`src/rtl/noc_traffic_endpoint.sv`:
```
// noc_traffic_endpoint
// Traffic endpoint for one NoC node's local port.
//   Generator: on a start pulse it latches cfg_* and injects cfg_num_pkts
//   packets of cfg_len flits (head/body/tail) to cfg_dest. It leaves
//   cfg_gap idle cycles between packets.
//   Checker: consumes ejected flits, counts flits and tails, and raises a
//   sticky rx_error on framing or destination violations.
// Ports:
//   clk, rst            clock, asynchronous active-high reset
//   start, cfg_*        run control and configuration (sampled in IDLE only)
//   tx_data/valid/ready injection handshake (tx_data, tx_valid registered)
//   rx_data/valid/ready ejection handshake; rx_ready = ~rx_stall
//   busy, done          run in progress / one-cycle end-of-run pulse
//   tx_pkt_count        packets sent in the current run
//   rx_pkt_count        tails received since reset
//   rx_flit_count       flits received since reset
//   rx_error            sticky error flag
module noc_traffic_endpoint #(
  parameter int DATA_WIDTH = 32,
  parameter int NODE_ID    = 0,
  parameter int DEST_WIDTH = 3,
  parameter int LEN_WIDTH  = 8,
  parameter int CNT_WIDTH  = 16
) (
  input  logic                  clk,
  input  logic                  rst,
  input  logic                  start,
  input  logic [DEST_WIDTH-1:0] cfg_dest,
  input  logic [LEN_WIDTH-1:0]  cfg_len,
  input  logic [CNT_WIDTH-1:0]  cfg_num_pkts,
  input  logic [LEN_WIDTH-1:0]  cfg_gap,
  output logic [DATA_WIDTH-1:0] tx_data,
  output logic                  tx_valid,
  input  logic                  tx_ready,
  input  logic [DATA_WIDTH-1:0] rx_data,
  input  logic                  rx_valid,
  output logic                  rx_ready,
  input  logic                  rx_stall,
  output logic                  busy,
  output logic                  done,
  output logic [CNT_WIDTH-1:0]  tx_pkt_count,
  output logic [CNT_WIDTH-1:0]  rx_pkt_count,
  output logic [CNT_WIDTH-1:0]  rx_flit_count,
  output logic                  rx_error
);

  typedef enum logic [1:0] {GEN_IDLE, GEN_SEND, GEN_GAP, GEN_FIN} gen_state_e;
  typedef enum logic {RX_EXPECT_HEAD, RX_IN_PKT} rx_state_e;

  localparam logic [1:0] TYPE_INVALID = 2'd0;
  localparam logic [1:0] TYPE_HEAD    = 2'd1;
  localparam logic [1:0] TYPE_BODY    = 2'd2;
  localparam logic [1:0] TYPE_TAIL    = 2'd3;

  localparam logic [7:0]            NODE_ID8  = 8'(NODE_ID);
  localparam logic [DEST_WIDTH-1:0] NODE_DEST = DEST_WIDTH'(NODE_ID);
  localparam logic [LEN_WIDTH-1:0]  LEN_ONE   = LEN_WIDTH'(1);
  localparam logic [LEN_WIDTH-1:0]  LEN_TWO   = LEN_WIDTH'(2);
  localparam logic [CNT_WIDTH-1:0]  CNT_ONE   = CNT_WIDTH'(1);

  gen_state_e gen_state_q, gen_state_d;
  rx_state_e  rx_state_q, rx_state_d;

  logic [DEST_WIDTH-1:0] dest_q, dest_d;
  logic [LEN_WIDTH-1:0]  len_q, len_d;
  logic [CNT_WIDTH-1:0]  num_q, num_d;
  logic [LEN_WIDTH-1:0]  gap_q, gap_d;
  logic [LEN_WIDTH-1:0]  gap_cnt_q, gap_cnt_d;
  logic [LEN_WIDTH-1:0]  flit_idx_q, flit_idx_d;
  logic [CNT_WIDTH-1:0]  tx_pkt_count_q, tx_pkt_count_d;
  logic [DATA_WIDTH-1:0] tx_data_q, tx_data_d;
  logic                  tx_valid_q, tx_valid_d;

  logic [CNT_WIDTH-1:0]  rx_pkt_count_q, rx_pkt_count_d;
  logic [CNT_WIDTH-1:0]  rx_flit_count_q, rx_flit_count_d;
  logic                  rx_error_q, rx_error_d;

  logic                  tx_fire;
  logic                  rx_fire;
  logic [1:0]            rx_type;
  logic [LEN_WIDTH-1:0]  start_len;
  logic [CNT_WIDTH-1:0]  pkt_next;
  logic                  rx_data_unused;

  // Builds flit number f of a packet of length len. Head flits carry only
  // the destination; body/tail flits carry source, sequence and index.
  function automatic logic [DATA_WIDTH-1:0] make_flit(
    input logic [LEN_WIDTH-1:0]  f,
    input logic [LEN_WIDTH-1:0]  len,
    input logic [CNT_WIDTH-1:0]  seq,
    input logic [DEST_WIDTH-1:0] dest
  );
    logic [DATA_WIDTH-1:0] flit;
    flit = '0;
    if (f == LEN_ONE) begin
      flit[DATA_WIDTH-1 -: 2] = TYPE_HEAD;
      flit[DEST_WIDTH-1:0]    = dest;
    end else begin
      flit[DATA_WIDTH-1 -: 2] = (f == len) ? TYPE_TAIL : TYPE_BODY;
      flit[23:16]             = NODE_ID8;
      flit[15:8]              = seq[7:0];
      flit[7:0]               = 8'(f);
    end
    return flit;
  endfunction

  assign tx_fire   = tx_valid_q & tx_ready;
  assign start_len = (cfg_len < LEN_TWO) ? LEN_TWO : cfg_len;
  assign pkt_next  = tx_pkt_count_q + CNT_ONE;

  // Generator next-state. tx_data/tx_valid are computed one cycle ahead so
  // the outputs come straight from flops and hold until the handshake.
  always_comb begin
    gen_state_d    = gen_state_q;
    dest_d         = dest_q;
    len_d          = len_q;
    num_d          = num_q;
    gap_d          = gap_q;
    gap_cnt_d      = gap_cnt_q;
    flit_idx_d     = flit_idx_q;
    tx_pkt_count_d = tx_pkt_count_q;
    tx_data_d      = tx_data_q;
    tx_valid_d     = tx_valid_q;

    case (gen_state_q)
      GEN_IDLE: begin
        if (start) begin
          dest_d         = cfg_dest;
          len_d          = start_len;
          num_d          = cfg_num_pkts;
          gap_d          = cfg_gap;
          tx_pkt_count_d = '0;
          flit_idx_d     = LEN_ONE;
          if (cfg_num_pkts == '0) begin
            gen_state_d = GEN_FIN;
          end else begin
            gen_state_d = GEN_SEND;
            tx_valid_d  = 1'b1;
            tx_data_d   = make_flit(LEN_ONE, start_len, '0, cfg_dest);
          end
        end
      end
      GEN_SEND: begin
        if (tx_fire) begin
          if (flit_idx_q == len_q) begin
            tx_pkt_count_d = pkt_next;
            flit_idx_d     = LEN_ONE;
            if (pkt_next == num_q) begin
              gen_state_d = GEN_FIN;
              tx_valid_d  = 1'b0;
              tx_data_d   = '0;
            end else if (gap_q == '0) begin
              tx_valid_d = 1'b1;
              tx_data_d  = make_flit(LEN_ONE, len_q, pkt_next, dest_q);
            end else begin
              gen_state_d = GEN_GAP;
              gap_cnt_d   = gap_q;
              tx_valid_d  = 1'b0;
              tx_data_d   = '0;
            end
          end else begin
            flit_idx_d = flit_idx_q + LEN_ONE;
            tx_data_d  = make_flit(flit_idx_q + LEN_ONE, len_q, tx_pkt_count_q, dest_q);
          end
        end
      end
      GEN_GAP: begin
        // gap_cnt starts at cfg_gap, so the head appears after exactly
        // cfg_gap idle cycles.
        if (gap_cnt_q == LEN_ONE) begin
          gen_state_d = GEN_SEND;
          tx_valid_d  = 1'b1;
          tx_data_d   = make_flit(LEN_ONE, len_q, tx_pkt_count_q, dest_q);
        end else begin
          gap_cnt_d = gap_cnt_q - LEN_ONE;
        end
      end
      GEN_FIN: begin
        gen_state_d = GEN_IDLE;
      end
      default: begin
        gen_state_d = GEN_IDLE;
      end
    endcase
  end

  assign rx_ready = ~rx_stall;
  assign rx_fire  = rx_valid & ~rx_stall;
  assign rx_type  = rx_data[DATA_WIDTH-1 -: 2];
  // Payload bits are not inspected by the checker.
  assign rx_data_unused = ^rx_data[DATA_WIDTH-3:DEST_WIDTH];

  // Framing checker next-state.
  always_comb begin
    rx_state_d      = rx_state_q;
    rx_pkt_count_d  = rx_pkt_count_q;
    rx_flit_count_d = rx_flit_count_q;
    rx_error_d      = rx_error_q;

    if (rx_fire) begin
      rx_flit_count_d = rx_flit_count_q + CNT_ONE;
      case (rx_type)
        TYPE_INVALID: rx_error_d = 1'b1;
        TYPE_HEAD: begin
          if (rx_state_q == RX_EXPECT_HEAD) begin
            rx_state_d = RX_IN_PKT;
            if (rx_data[DEST_WIDTH-1:0] != NODE_DEST) rx_error_d = 1'b1;
          end else begin
            // Head inside a packet: flag it and treat it as a new packet.
            rx_error_d = 1'b1;
          end
        end
        TYPE_BODY: begin
          if (rx_state_q == RX_EXPECT_HEAD) rx_error_d = 1'b1;
        end
        TYPE_TAIL: begin
          if (rx_state_q == RX_EXPECT_HEAD) begin
            rx_error_d = 1'b1;
          end else begin
            rx_pkt_count_d = rx_pkt_count_q + CNT_ONE;
            rx_state_d     = RX_EXPECT_HEAD;
          end
        end
        default: rx_error_d = 1'b1;
      endcase
    end
  end

  always_ff @(posedge clk or posedge rst) begin
    if (rst) begin
      gen_state_q     <= GEN_IDLE;
      dest_q          <= '0;
      len_q           <= '0;
      num_q           <= '0;
      gap_q           <= '0;
      gap_cnt_q       <= '0;
      flit_idx_q      <= '0;
      tx_pkt_count_q  <= '0;
      tx_data_q       <= '0;
      tx_valid_q      <= 1'b0;
      rx_state_q      <= RX_EXPECT_HEAD;
      rx_pkt_count_q  <= '0;
      rx_flit_count_q <= '0;
      rx_error_q      <= 1'b0;
    end else begin
      gen_state_q     <= gen_state_d;
      dest_q          <= dest_d;
      len_q           <= len_d;
      num_q           <= num_d;
      gap_q           <= gap_d;
      gap_cnt_q       <= gap_cnt_d;
      flit_idx_q      <= flit_idx_d;
      tx_pkt_count_q  <= tx_pkt_count_d;
      tx_data_q       <= tx_data_d;
      tx_valid_q      <= tx_valid_d;
      rx_state_q      <= rx_state_d;
      rx_pkt_count_q  <= rx_pkt_count_d;
      rx_flit_count_q <= rx_flit_count_d;
      rx_error_q      <= rx_error_d;
    end
  end

  assign tx_data       = tx_data_q;
  assign tx_valid      = tx_valid_q;
  assign busy          = (gen_state_q != GEN_IDLE);
  assign done          = (gen_state_q == GEN_FIN);
  assign tx_pkt_count  = tx_pkt_count_q;
  assign rx_pkt_count  = rx_pkt_count_q;
  assign rx_flit_count = rx_flit_count_q;
  assign rx_error      = rx_error_q;

endmodule

```
`config.mk`:
```
export PLATFORM = sky130hd
export DESIGN_NAME = noc_traffic_endpoint
export DESIGN_NICKNAME = d
export VERILOG_FILES = /design/src/rtl/noc_traffic_endpoint.sv
export SDC_FILE = /design/constraint.sdc
export NUM_CORES = 1
export LEC_CHECK = 0
export CAP_MARGIN = 0
export CORE_ASPECT_RATIO = 0.6
export CORE_MARGIN = 3
export CORE_UTILIZATION = 62
export CTS_CLUSTER_DIAMETER = 30
export DETAILED_ROUTE_END_ITERATION = 16
export DONT_BUFFER_PORTS = 1
export PLACE_DENSITY = 0.83
export SYNTH_ARGS = -nofsm -noshare
export SYNTH_HDL_FRONTEND = slang
export SYNTH_SLANG_ARGS = --single-unit
```
`constraint.sdc`:
```
create_clock -name clk -period 4.7 [get_ports clk]
set_input_delay 0.235 -clock clk [delete_from_list [all_inputs] [get_ports clk]]
set_output_delay 0.235 -clock clk [all_outputs]
set_load 0.02 [all_outputs]
```
==> results.json <==
{
  "run_status": "complete, no violations",
  "antenna_found_initial": 0,
  "max_slew_margin_pct": 37.5,
  "yosysUniqueCellTypes": 59,
  "ir_drop_v": 0.000302,
  "synth_edf_count": 0,
  "start_kind": "flop",
  "seq_area_frac_synth_pct": 47.0,
  "track_usage_pct": 28.0,
  "p_sw_mw": 0.589,
  "finalHoldViolCount": 0,
  "rows": 28,
  "clock_path_buffers": 2,
  "final_nets": 765,
  "drc": 0,
  "fin_worst_skew_ns": 0.00822,
  "drive_above_1_share_pct": 11.6,
  "grt_pass1_wl_mm": 26.3,
  "postSynth.asyncResetShare_pct": 100,
  "clock_power_share_pct": 50.7,
  "ys_ff_latch": 122,
  "synthFlopType": "dfrtp_1",
  "swShare_pct": 22.6,
  "yosys_warnings": 0,
  "pwr-share-seq_pct": 45.0,
  "die-area_um2": 11800,
  "area_growth_pct": 15.2,
  "p_int_mw": 2.02,
  "combPwrFrac_pct": 4.3,
  "die_w_um": 138,
  "required_ns": 4.99,
  "critPathSlowestCell": "o21ai_2",
  "postRouteAntennaNets": 0,
  "gp_congestion": 0.927,
  "p_leak_nw": 3.39,
  "die_h_um": 85.3,
  "ys_top_cells_by_area": "dfrtp_1, xnor2_1, mux2_2",
  "final_area_um2": 7480,
  "wire_per_inst_um": 19.5,
  "cpPeakStageDelay_ns": 0.67,
  "period_share_pct": 74.9,
  "drt-total-wl_mm": 16.1,
  "drtPass1Iterations": 5,
  "tns_ns": 0,
  "synth_area_um2": 6490,
  "avgSynthCellArea_um2": 9.99,
  "fmaxAchievable_mhz": 284,
  "cts_tree": "done",
  "hp-class": "input pin to flop",
  "rsz0062_at_grt": "false",
  "cts_sinks": 122,
  "yosysTopAreaCell": "dfrtp_1",
  "synthDominantCellAreaShare_pct": 47.0,
  "portBuffers": 0,
  "drv_slew": 0,
  "cp_max_fo": 21,
  "hold_ws_ns": 0.0491,
  "clk_pin_slew_worst_paths_ns": 0.06,
  "cts_buffers": 17,
  "worst_slew_pin_slew_ns": 0.938,
  "syn_inst": 650,
  "cap_viol_max_count": 0,
  "core_um2": 10000,
  "crit_arrival_ns": 3.81,
  "grt_pass1_vias": 4909,
  "hpwl_mm": 11.1,
  "setup_viol": 0,
  "place_ws_ns": 1.28,
  "diodes": 0,
  "critPathCaptureType": "flop",
  "placed_area_um2": 6500,
  "avgViaCountPerCell": 6.23,
  "layout_min_cycle_time_ns": 3.52,
  "gr-total-overflow": 0,
  "filler_cell_count": 679,
  "dr_total_vias": 5155,
  "start_util_pct": 64.8,
  "root_buffer": "clkbuf_16",
  "fin_ws_ns": 1.18,
  "io-pin-count": 158,
  "htreeDepth": 4,
  "worst-setup-path-type": "flop to flop",
  "final_cell_mix": "dfrtp_1, nand2_1, xnor2_1",
  "dr.first_iter.drc_count": 557,
  "grt_max_degree": 77,
  "power.density_nw_per_um2": 349,
  "cts_setup_buffers": 0,
  "clock_latency_ns": 0.41,
  "final_common_cell": "dfrtp_1",
  "cp_cell_sequence": "ha_1 > nand3_2 > nor4_1 > xnor2_1 > o211a_1 > nand4_1 > o21ai_2 > o21ai_0 > a211o_1"
}
logic make-up (layout without fill, tap and decap cells):
kind of cell             Yosys count  after routing  synth area share (%)
multiplexers                      37             37                  6.40
XOR/XNOR                          73             73                  9.85
buffers and inverters             60             89                  4.76
adder cells (fa/ha/maj)           11             11                  2.12
flip-flops                       122            122                  47.0
other                              1             14                0.0578
AND/OR/NAND/NOR                  223            223                  17.3
AO/OA/AOI/OAI                    123            123                  12.5
power groups by stage:
stage                     clock network (mW)  logic (mW)  registers (mW)
after floorplan                            0      0.0818            1.18
after global placement                     0      0.0821            1.19
after detailed placement                   0      0.0899            1.19
after CTS                               1.33       0.115            1.17
after global routing                    1.39       0.133            1.18
final                                   1.32       0.113            1.17
final timing paths:
| kind | to | cells after the start | slack, ns | from |
|---|---|---|---|---|
| setup / recovery | gap_cnt_q[3]$_DFFE_PP0P_ | 9 | 1.18 | tx_pkt_count[0]$_DFFE_PP0P_ |
| hold / removal | len_q[1]$_DFFE_PP0P_ | 2 | 0.05 | start |
| setup reg to reg | gap_cnt_q[3]$_DFFE_PP0P_ | 9 | 1.18 | tx_pkt_count[0]$_DFFE_PP0P_ |
| hold reg to reg | num_q[7]$_DFFE_PP0P_ | 1 | 0.53 | num_q[7]$_DFFE_PP0P_ |
| max in group asynchronous | num_q[8]$_DFFE_PP0P_ | 3 | 2.99 | rst |
| min in group asynchronous | rx_pkt_count[13]$_DFFE_PP0P_ | 2 | 0.54 | rst |
what timing repair did:
| item | in CTS | in global routing |
|---|---|---|
| hold buffers | 37 | 0 |
| hold endpoints to repair | 111 | 0 |
| resized for setup | 0 | 0 |
flip-flops by register name, summed over array words and instances, names as in the netlist, 3 cells and up:
register and flops:
rx_flit_count 16, num_q 16, dest_q 3, len_q 8
rx_pkt_count 16, flit_idx_q 8, tx_data 18, gap_cnt_q 8
tx_pkt_count 16, gap_q 8
per-layer routing:
layer	vias to the layer above	global-route usage [%]	part of all wire, %
li1	2344	-	-
met1	2509	40.6	45
met2	287	41.5	44
met3	15	9.01	10
met4	0	6.19	1.0
met5	-	0	0
stage by stage:
| stage | total power, mW | utilization, % | std cells |
|---|---|---|---|
| 2_1_floorplan | 1.26 | - | 663 |
| 3_5_place_dp | 1.28 | 64.9 | 760 |
| 5_1_grt | 2.71 | 74.6 | 827 |
| 3_3_place_gp | 1.27 | 64.9 | 760 |
| 6_report | 2.61 | 74.6 | 827 |
| 4_1_cts | 2.62 | 74.6 | 827 |
cell type report:
class,count,area [µm²],area share (%)
tap,135,169,2.26
clock buffer,23,488,6.53
clock inverter,7,115,1.54
timing repair buffer,42,408,5.46
inverter,17,66.3,0.887
multi-input combinational,481,3180,42.5
sequential,122,3050,40.8
worst max-delay path, delay by kind of cell (launching register included):
kind,cells,cell delay [ns]
xor+xnor,1,0.19
fa+ha+maj,1,0.33
compound gates,4,1.29
flops,1,0.64
simple gates,3,0.95
Yosys cell counts (all sizes together) (2+ instances only):
library cell	count
a22o	9
nor3	13
o31ai	12
a31oi	2
nand4	17
a31o	2
or3	5
a211o	9
buf	24
o41ai	3
or2	2
or4	2
a21oi	14
and4	5
clkbuf	19
a21o	4
nor2b	3
inv	17
xnor2	54
o211a	2
a2bb2oi	2
mux2	36
nand2	78
xor2	19
nand2b	10
nor4	13
o22ai	4
ha	11
and3	11
nand3	27
dfrtp	122
nor2	30
nor4b	4
o21ai	49
Note: power is estimated with default switching activity, not from simulation.
